## src/rtl/pc_stack_if.sv

```systemverilog
// pc_stack_if: request/status bundle for the program-counter stack.
// master drives in/load/branch/call/ret/inc/err_clr; slave returns out/level/empty/full/overflow/underflow.
interface pc_stack_if #(
   parameter int WIDTH = 16,
   parameter int DEPTH = 8
);
   localparam int LW = $clog2(DEPTH) + 1;

   logic [WIDTH-1:0] in;
   logic             load;
   logic             branch;
   logic             call;
   logic             ret;
   logic             inc;
   logic             err_clr;
   logic [WIDTH-1:0] out;
   logic [LW-1:0]    level;
   logic             empty;
   logic             full;
   logic             overflow;
   logic             underflow;

   modport master (
      output in,
      output load,
      output branch,
      output call,
      output ret,
      output inc,
      output err_clr,
      input  out,
      input  level,
      input  empty,
      input  full,
      input  overflow,
      input  underflow
   );

   modport slave (
      input  in,
      input  load,
      input  branch,
      input  call,
      input  ret,
      input  inc,
      input  err_clr,
      output out,
      output level,
      output empty,
      output full,
      output overflow,
      output underflow
   );
endinterface

```

## src/rtl/pc_stack.sv

```systemverilog
// pc_stack: program counter with load/branch/call/ret/inc and a return-address stack.
// Ports: clk, reset (async active-low), bus (pc_stack_if.slave: requests in, counter/stack status out).
module pc_stack #(
   parameter int               WIDTH     = 16,
   parameter int               DEPTH     = 8,
   parameter int               STEP      = 1,
   parameter logic [WIDTH-1:0] RESET_VAL = '0
) (
   input logic       clk,
   input logic       reset,
   pc_stack_if.slave bus
);
   localparam int AW = $clog2(DEPTH);
   localparam int LW = AW + 1;
   localparam logic [WIDTH-1:0] STEP_W = WIDTH'(STEP);
   localparam logic [LW-1:0]    FULL_L = LW'(DEPTH);

   logic [WIDTH-1:0] pc_q;
   logic [WIDTH-1:0] pc_d;
   logic [LW-1:0]    lvl_q;
   logic [LW-1:0]    lvl_d;
   logic [LW-1:0]    lvl_m1;
   logic             ovf_q;
   logic             ovf_d;
   logic             unf_q;
   logic             unf_d;
   logic             emp;
   logic             ful;
   logic             push;
   logic             ovf_set;
   logic             unf_set;
   logic [WIDTH-1:0] ret_addr;
   logic [WIDTH-1:0] top;

   logic [WIDTH-1:0] stk [DEPTH];

   // One-hot winner of the fixed-priority request chain.
   logic sel_load;
   logic sel_br;
   logic sel_call;
   logic sel_ret;
   logic sel_inc;
   logic sel_hold;

   assign sel_load = bus.load;
   assign sel_br   = bus.branch & ~bus.load;
   assign sel_call = bus.call & ~bus.branch
                   & ~bus.load;
   assign sel_ret  = bus.ret & ~bus.call
                   & ~bus.branch & ~bus.load;
   assign sel_inc  = bus.inc & ~bus.ret
                   & ~bus.call & ~bus.branch
                   & ~bus.load;
   assign sel_hold = ~(bus.inc | bus.ret
                   | bus.call | bus.branch
                   | bus.load);

   assign emp      = (lvl_q == '0);
   assign ful      = (lvl_q == FULL_L);
   assign lvl_m1   = lvl_q - 1'b1;
   assign ret_addr = pc_q + STEP_W;
   assign top      = stk[lvl_m1[AW-1:0]];

   always_comb begin
      pc_d    = pc_q;
      lvl_d   = lvl_q;
      push    = 1'b0;
      ovf_set = 1'b0;
      unf_set = 1'b0;
      unique case (1'b1)
         sel_load: pc_d = bus.in;
         sel_br:   pc_d = pc_q + bus.in;
         sel_call: begin
            pc_d = bus.in;
            if (ful) begin
               ovf_set = 1'b1;
            end else begin
               push  = 1'b1;
               lvl_d = lvl_q + 1'b1;
            end
         end
         sel_ret: begin
            if (emp) begin
               unf_set = 1'b1;
            end else begin
               pc_d  = top;
               lvl_d = lvl_m1;
            end
         end
         sel_inc:  pc_d = pc_q + STEP_W;
         sel_hold: pc_d = pc_q;
         default:  pc_d = pc_q;
      endcase
   end

   // A fresh error in the err_clr cycle wins over the clear.
   assign ovf_d = ovf_set | (ovf_q & ~bus.err_clr);
   assign unf_d = unf_set | (unf_q & ~bus.err_clr);

   always_ff @(posedge clk or negedge reset) begin
      if (!reset) begin
         pc_q  <= RESET_VAL;
         lvl_q <= '0;
         ovf_q <= 1'b0;
         unf_q <= 1'b0;
      end else begin
         pc_q  <= pc_d;
         lvl_q <= lvl_d;
         ovf_q <= ovf_d;
         unf_q <= unf_d;
      end
   end

   // Entries at or above level are never read, so storage needs no reset.
   always_ff @(posedge clk) begin
      if (push) begin
         stk[lvl_q[AW-1:0]] <= ret_addr;
      end
   end

   assign bus.out       = pc_q;
   assign bus.level     = lvl_q;
   assign bus.empty     = emp;
   assign bus.full      = ful;
   assign bus.overflow  = ovf_q;
   assign bus.underflow = unf_q;
endmodule

```

## src/flat_wrapper.sv

```systemverilog
// flat-port wrapper written by rule: the top's interface ports become plain ports
module pc_stack_flat 
#(
   parameter int               WIDTH     = 16,
   parameter int               DEPTH     = 8,
   parameter int               STEP      = 1,
   parameter logic [WIDTH-1:0] RESET_VAL = '0
)
  (clk, reset, bus_in, bus_load, bus_branch, bus_call, bus_ret, bus_inc, bus_err_clr, bus_out, bus_level, bus_empty, bus_full, bus_overflow, bus_underflow);
  pc_stack_if #(.WIDTH(WIDTH), .DEPTH(DEPTH)) bus_i ();
  input logic clk;
  input logic reset;
  input wire logic [$bits(bus_i.in)-1:0] bus_in;
  input wire logic [$bits(bus_i.load)-1:0] bus_load;
  input wire logic [$bits(bus_i.branch)-1:0] bus_branch;
  input wire logic [$bits(bus_i.call)-1:0] bus_call;
  input wire logic [$bits(bus_i.ret)-1:0] bus_ret;
  input wire logic [$bits(bus_i.inc)-1:0] bus_inc;
  input wire logic [$bits(bus_i.err_clr)-1:0] bus_err_clr;
  output wire logic [$bits(bus_i.out)-1:0] bus_out;
  output wire logic [$bits(bus_i.level)-1:0] bus_level;
  output wire logic [$bits(bus_i.empty)-1:0] bus_empty;
  output wire logic [$bits(bus_i.full)-1:0] bus_full;
  output wire logic [$bits(bus_i.overflow)-1:0] bus_overflow;
  output wire logic [$bits(bus_i.underflow)-1:0] bus_underflow;
  assign bus_i.in = bus_in;
  assign bus_i.load = bus_load;
  assign bus_i.branch = bus_branch;
  assign bus_i.call = bus_call;
  assign bus_i.ret = bus_ret;
  assign bus_i.inc = bus_inc;
  assign bus_i.err_clr = bus_err_clr;
  assign bus_out = bus_i.out;
  assign bus_level = bus_i.level;
  assign bus_empty = bus_i.empty;
  assign bus_full = bus_i.full;
  assign bus_overflow = bus_i.overflow;
  assign bus_underflow = bus_i.underflow;
  pc_stack #(.WIDTH(WIDTH), .DEPTH(DEPTH), .STEP(STEP), .RESET_VAL(RESET_VAL)) u_core (.clk(clk), .reset(reset), .bus(bus_i));
endmodule
```

## config.mk

```make
export PLATFORM = sky130hd
export DESIGN_NAME = pc_stack_flat
export DESIGN_NICKNAME = d
export VERILOG_FILES = /design/src/rtl/pc_stack_if.sv /design/src/rtl/pc_stack.sv /design/src/flat_wrapper.sv
export SDC_FILE = /design/constraint.sdc
export NUM_CORES = 1
export LEC_CHECK = 0
export ABC_AREA = 1
export BUFFER_PORTS_ARGS = -buffer_cell sky130_fd_sc_hd__buf_2
export CAP_MARGIN = 30
export CORE_ASPECT_RATIO = 1.2
export CORE_MARGIN = 1.5
export CORE_UTILIZATION = 60
export CTS_CLUSTER_DIAMETER = 150
export CTS_CLUSTER_SIZE = 25
export DETAILED_ROUTE_END_ITERATION = 12
export HOLD_SLACK_MARGIN = 0.03
export PLACE_DENSITY = 0.79
export REMOVE_ABC_BUFFERS = 1
export SLEW_MARGIN = 20
export SYNTH_ARGS = -nofsm -noshare
export SYNTH_HDL_FRONTEND = slang
export SYNTH_SLANG_ARGS = --single-unit
```

## constraint.sdc

```tcl
create_clock -name clk -period 5.9 [get_ports clk]
set_input_delay 0.885 -clock clk [delete_from_list [all_inputs] [get_ports clk]]
set_output_delay 0.885 -clock clk [all_outputs]
set_load 0.05 [all_outputs]
```

# After elaboration in Yosys (flattened, before gate mapping)
# Memory sizes are Yosys's and may differ from the RTL's.
# Cells that the tools add are included.
# op_classes
addsub,4
multipliers,0
div,0
n_lt_le_gt_ge,0
n_eq_ne,3
n_shift,0
muxes,13
n_bitwise,19
n_reduce_logical,6
# ops
operator,count
one-hot mux 16 bit (4 select lines),1
adder 16 x 1 -> 16 bit (second input constant),1
adder 16 bit,1
2-to-1 mux 16 bit,1
bitwise AND 1 bit,12
2-to-1 mux 1 bit,8
2-to-1 mux 4 bit,2
one-hot mux 4 bit (2 select lines),1
inverter 1 bit,5
adder 4 x 1 -> 4 bit (second input constant),1
== test 4 bit (second input constant),1
zero test 4 bit,1
inequality test 2 bit (second input constant),2
nonzero test 4 bit,1
subtractor 4 x 1 -> 4 bit (second input constant),1
AND reduction 3 bit,1
OR 1 bit,2
AND reduction 2 bit,1
nonzero test 2 bit,1
OR reduction 2 bit,1
# totals
register_bits,22
latch_bits,0
ramBits,128
mem_bits_ro,0
in_bits,24
output_inout_bits,24
n_memories,1
# mem_list
name,words,word_bits,read_ports,rd_clocked_by_memory_dff,write_ports,line_no,source
u_core.stk,8,16,1,0,1,pc_stack.sv:35,logic [WIDTH-1:0] stk [DEPTH];

# Depth between registers and ports, before layout
# depth
depth_word,7
depth_mapped,14
depth_no_buf,12

# Least setup slack after synthesis
# No wires, ideal clock.
# synth_timing
path_kind,reg2reg
startpoint,"reg u_core.lvl_q[0], in the netlist u_core.bus.level[0]"
endpoint,"mem u_core.stk[1][0], enable pin"
setup_time_ns,0.430
arrival_ns,3.434
required_time_ns,5.470
slack_ns,2.036
path_stages_with_launch,9
n_path_buf,1
cell_sequence,dfrtp_1 inv_2 buf_2 ha_1 nand3_1 inv_1 nor2_1 inv_1 nor4_1
# synth_between
elab_chain_len,5
# synth_lines
element,line_no,source
start: declaration,pc_stack.sv:20,logic [LW-1:0] lvl_q;
start signal: assignment,pc_stack.sv:108,lvl_q <= lvl_d;
== test 4 bit,pc_stack.sv:59,assign ful = (lvl_q == FULL_L);
named net bus_full,flat_wrapper.sv:23,output wire logic [$bits(bus_i.full)-1:0] bus_full;
2-to-1 mux 1 bit,pc_stack.sv:75,if (ful) begin
2-to-1 mux 1 bit,pc_stack.sv:70,unique case (1'b1)
2-to-1 mux 1 bit,pc_stack.sv:116,if (push) begin
2-to-1 mux 1 bit (implied by the code),pc_stack.sv:117,stk[lvl_q[AW-1:0]] <= ret_addr;
end: declaration,pc_stack.sv:35,
# The timed path passes the listed nets, and every way through them passes these cells.

# Worst setup path after layout
# layout_timing
startpoint,"reg u_core.lvl_q[0], in the netlist u_core.bus.level[0]"
endpoint,out bus_empty
# layout_between
elab_chain_len,1
# layout_lines
element,line_no,source
zero test 4 bit,pc_stack.sv:58,assign emp = (lvl_q == '0);
end: declaration,flat_wrapper.sv:22,output wire logic [$bits(bus_i.empty)-1:0] bus_empty;
# Every way passes these cells.

==> impl_metrics.json <==
{
  "critical-path-slowest-cell": "sky130_fd_sc_hd__dfrtp_2",
  "portBuffers": 47,
  "gpl.final_weighted_congestion": 0.905,
  "postSynth.asyncResetShare": 0.147,
  "antenna_violations_before_repair": 0,
  "synth-compound-area-share": 0.0683,
  "critical-path-top-delay-family": "buffers and inverters",
  "synthXorXnorAreaFrac": 0.0164,
  "timing.setup.tns_ns": 0,
  "grt_pass1_vias": 6385,
  "post_cts.resized_instances": 0,
  "cts-root-to-sink-buffers": 2,
  "comb_power_share": 0.411,
  "leakage_power_total_nw": 3.95,
  "first_pass_iters": 5,
  "antenna_violating_nets_post_route": 0,
  "mappedNetlistArea_sq_um": 8000,
  "fp.dieW_um": 108,
  "tritoncts.num_buffers": 17,
  "worst_slew_pin_slew_ns": 0.881,
  "power.share.sequential": 0.341,
  "die_h_um": 130,
  "grt_start_max_net_pins": 77,
  "drt-total-wl_um": 21300,
  "worstPathArrival_ns": 2.03,
  "cell_rows": 46,
  "ys_seq_area_frac": 0.549,
  "layout-drive-gt1-share": 0.122,
  "grt_pass1_wl_um": 33400,
  "synth_most_common_cell": "sky130_fd_sc_hd__nand2_1",
  "globalRouteTotalUtil": 0.325,
  "critical-path-max-stage-delay_ns": 0.40,
  "clockPowerShare": 0.248,
  "synth-edff-count": 128,
  "totalPowerFinal_w": 0.00422,
  "yosys-top-cells-area": "sky130_fd_sc_hd__edfxtp_1 48%, sky130_fd_sc_hd__nand2_1 12%, sky130_fd_sc_hd__dfrtp_1 6.9%, sky130_fd_sc_hd__nor2_1 5.8%, sky130_fd_sc_hd__inv_1 4.9%",
  "ioPinCount": 48,
  "postSynthRegisterBits": 150,
  "synth-adder-area-share": 0.0306,
  "post_synth_inst_count": 919,
  "clock_insertion_delay_at_the_later_pin_of_the_skew_report_ns": 0.42,
  "dieArea_sq_um": 14000,
  "p_int_w": 0.00241,
  "netSwitchingFraction": 0.430,
  "crit_fanout": 26,
  "holdBufCountCts": 0,
  "post_synth_mux_area_share": 0,
  "cts_post_setup_buffers_inserted": 0,
  "criticalPathCategory": "reg -> out",
  "share_of_synthesized_cell_area_in_and_or_nand_and_nor_gates": 0.261,
  "netlist.top_cell.by_area": "sky130_fd_sc_hd__edfxtp_1",
  "grt_util_met1": 0.432,
  "clock_sink_count": 150,
  "timing_hold_violations_final": 0,
  "synth_cell_type_count": 36,
  "cp_cell_sequence": "inv_2 > ha_1 > nand2_2 > nor2_2 > buf_2",
  "fmax_ghz": 0.343,
  "setup_viol_count_final": 0,
  "critPathLaunchType": "flop",
  "final_max_slew_viol_count": 0,
  "clockRootBuffer": "sky130_fd_sc_hd__clkbuf_16",
  "area_growth_pct": 12.0,
  "post-route-period-util": 0.494,
  "dr_total_vias": 6595,
  "use_met2": 0.531,
  "wl_per_cell_um": 18.6,
  "dp_hpwl_um": 13700,
  "rsz0062_at_grt": "no",
  "power_density_nw_per_um2": 471,
  "worstHoldPathType": "in -> async",
  "path_buf_inv": 2,
  "core_area_sq_um": 13100,
  "netlist.area_leader.share": 0.480,
  "peakVddDrop_uv": 399,
  "grt_overflow": 0,
  "globalRoute.busiestLayer": "met2",
  "first_iter_violations": 690,
  "finish.net_count": 1010,
  "main_flop_type_after_synthesis": "sky130_fd_sc_hd__edfxtp_1",
  "most_frequent_cells_after_synthesis": "259 x sky130_fd_sc_hd__nand2_1, 128 x sky130_fd_sc_hd__edfxtp_1, 124 x sky130_fd_sc_hd__nor2_1",
  "antenna_cells": 0,
  "ys.warnings.count": 0,
  "synth_top_family_by_area": "simple AND/OR/NAND/NOR gates",
  "status": "completed",
  "vias_per_cell": 5.74,
  "grt_util_met3": 0.0639,
  "end_kind": "output pin",
  "synth.avg_cell_area_sq_um": 8.71,
  "min_period_ns": 2.91,
  "clk_transition_reported_paths_ns": 0.07,
  "slew-limit-headroom": 0.411,
  "drv_cap": 0,
  "power_switching_w": 0.00181,
  "tritoncts": "built",
  "drc": 0,
  "htree_levels": 4,
  "floorplan.initialDensity": 0.610,
  "finalClockSkew_ns": 0.00937,
  "critPathRequiredTime_ns": 5.02
}
worst reg2reg max path: stages (launching register included):
cell and delay (ns):
sky130_fd_sc_hd__dfrtp_2 0.40, sky130_fd_sc_hd__inv_2 0.39, sky130_fd_sc_hd__ha_1 0.34, sky130_fd_sc_hd__buf_4 0.28, sky130_fd_sc_hd__inv_1 0.28, sky130_fd_sc_hd__buf_8 0.24, sky130_fd_sc_hd__nor2_1 0.08, sky130_fd_sc_hd__o21ai_0 0.07
sky130_fd_sc_hd__o21ai_0 0.14, sky130_fd_sc_hd__nand2_1 0.10, sky130_fd_sc_hd__nand3_1 0.07, sky130_fd_sc_hd__nor2_1 0.09, sky130_fd_sc_hd__nand2_1 0.06, sky130_fd_sc_hd__nand2_1 0.05, sky130_fd_sc_hd__nand2_1 0.05
power groups by stage:
stage	sequential, W	combinational [W]	clock [W]
2_1_floorplan	0.00162	0.000997	0
3_3_place_gp	0.00145	0.00161	0
3_5_place_dp	0.00145	0.00167	0
4_1_cts	0.00143	0.00170	0.00105
5_1_grt	0.00145	0.00193	0.00109
6_report	0.00144	0.00174	0.00105
area by class of cell:
| type | count | area (sq um) |
|---|---|---|
| Sequential cell | 150 | 4400 |
| Clock inverter | 15 | 145 |
| Tap cell | 168 | 210 |
| Multi-Input combinational cell | 630 | 3040 |
| Inverter | 109 | 409 |
| Clock buffer | 17 | 425 |
| Fill cell | 1014 | 4160 |
| Timing Repair Buffer | 59 | 345 |
cells by family after synthesis:
family	Yosys count
AO/OA/AOI/OAI	102
AND/OR/NAND/NOR	494
XOR/XNOR	15
buffers and inverters	139
flip-flops	150
adder cells (fa/ha/maj)	19
registers in the layout, indices dropped and copies added, names as in the netlist:
| name | count |
|---|---|
| u_core.stk | 128 |
| u_core.bus.overflow | 1 |
| u_core.bus.underflow | 1 |
| u_core.bus.out | 16 |
| u_core.bus.level | 4 |
cells in the final DEF (no fill, tap or decap), types with 3 or more instances in the layout:
cell type	n
sky130_fd_sc_hd__inv_2	4
sky130_fd_sc_hd__inv_1	105
sky130_fd_sc_hd__nor2_4	4
sky130_fd_sc_hd__nand2_1	259
sky130_fd_sc_hd__xnor2_1	4
sky130_fd_sc_hd__nor3_2	3
sky130_fd_sc_hd__nor2_2	4
sky130_fd_sc_hd__o22ai_1	5
sky130_fd_sc_hd__clkinv_4	3
sky130_fd_sc_hd__o21ai_0	67
sky130_fd_sc_hd__dfrtp_1	21
sky130_fd_sc_hd__buf_2	47
sky130_fd_sc_hd__a21oi_1	21
sky130_fd_sc_hd__xor2_1	11
sky130_fd_sc_hd__clkinv_2	3
sky130_fd_sc_hd__and2_1	9
sky130_fd_sc_hd__edfxtp_1	128
sky130_fd_sc_hd__buf_4	10
sky130_fd_sc_hd__inv_6	5
sky130_fd_sc_hd__clkbuf_16	17
sky130_fd_sc_hd__ha_1	18
sky130_fd_sc_hd__nand4_1	10
sky130_fd_sc_hd__nor2_1	124
sky130_fd_sc_hd__nand2_2	4
sky130_fd_sc_hd__nand3_1	69
path summary, 6_finish.rpt:
path | cells past startpoint | slack, ns | from | endpoint
worst max-delay path | 5 | 2.99 | u_core.bus.level[0]$_DFFE_PN0P_ | bus_empty
worst min-delay path | 1 | 0.51 | reset | u_core.bus.out[14]$_DFFE_PN0P_
worst max register to register | 14 | 3.13 | u_core.bus.level[0]$_DFFE_PN0P_ | u_core.bus.out[9]$_DFFE_PN0P_
worst min register to register | 2 | 0.53 | u_core.bus.underflow$_DFF_PN0_ | u_core.bus.underflow$_DFF_PN0_
max in group asynchronous | 1 | 4.90 | reset | u_core.bus.level[0]$_DFFE_PN0P_
min in group clk | 2 | 0.53 | u_core.bus.underflow$_DFF_PN0_ | u_core.bus.underflow$_DFF_PN0_
per-stage QoR:
step / hold WS, ns / instances / instance area (sq um) / worst slack [ns] / utilization
5_1_grt: 0.541 / 1148 / 8970 / 2.84 / 0.683
4_1_cts: 0.494 / 1147 / 8950 / 2.75 / 0.682
6_report: 0.512 / 1148 / 8970 / 2.99 / 0.683
3_5_place_dp: 0.520 / 1115 / 8380 / 2.84 / 0.639
3_3_place_gp: 0.513 / 1114 / 8360 / 2.53 / 0.637
2_1_floorplan: 0.589 / 889 / 7810 / 0.382 / -
layer usage:
metal  wire [um]  share of wire
met5           0              0
met4         510          0.024
met3        2470           0.12
met2       10300           0.48
met1        8040           0.38
(Power assumes the default switching activity.)
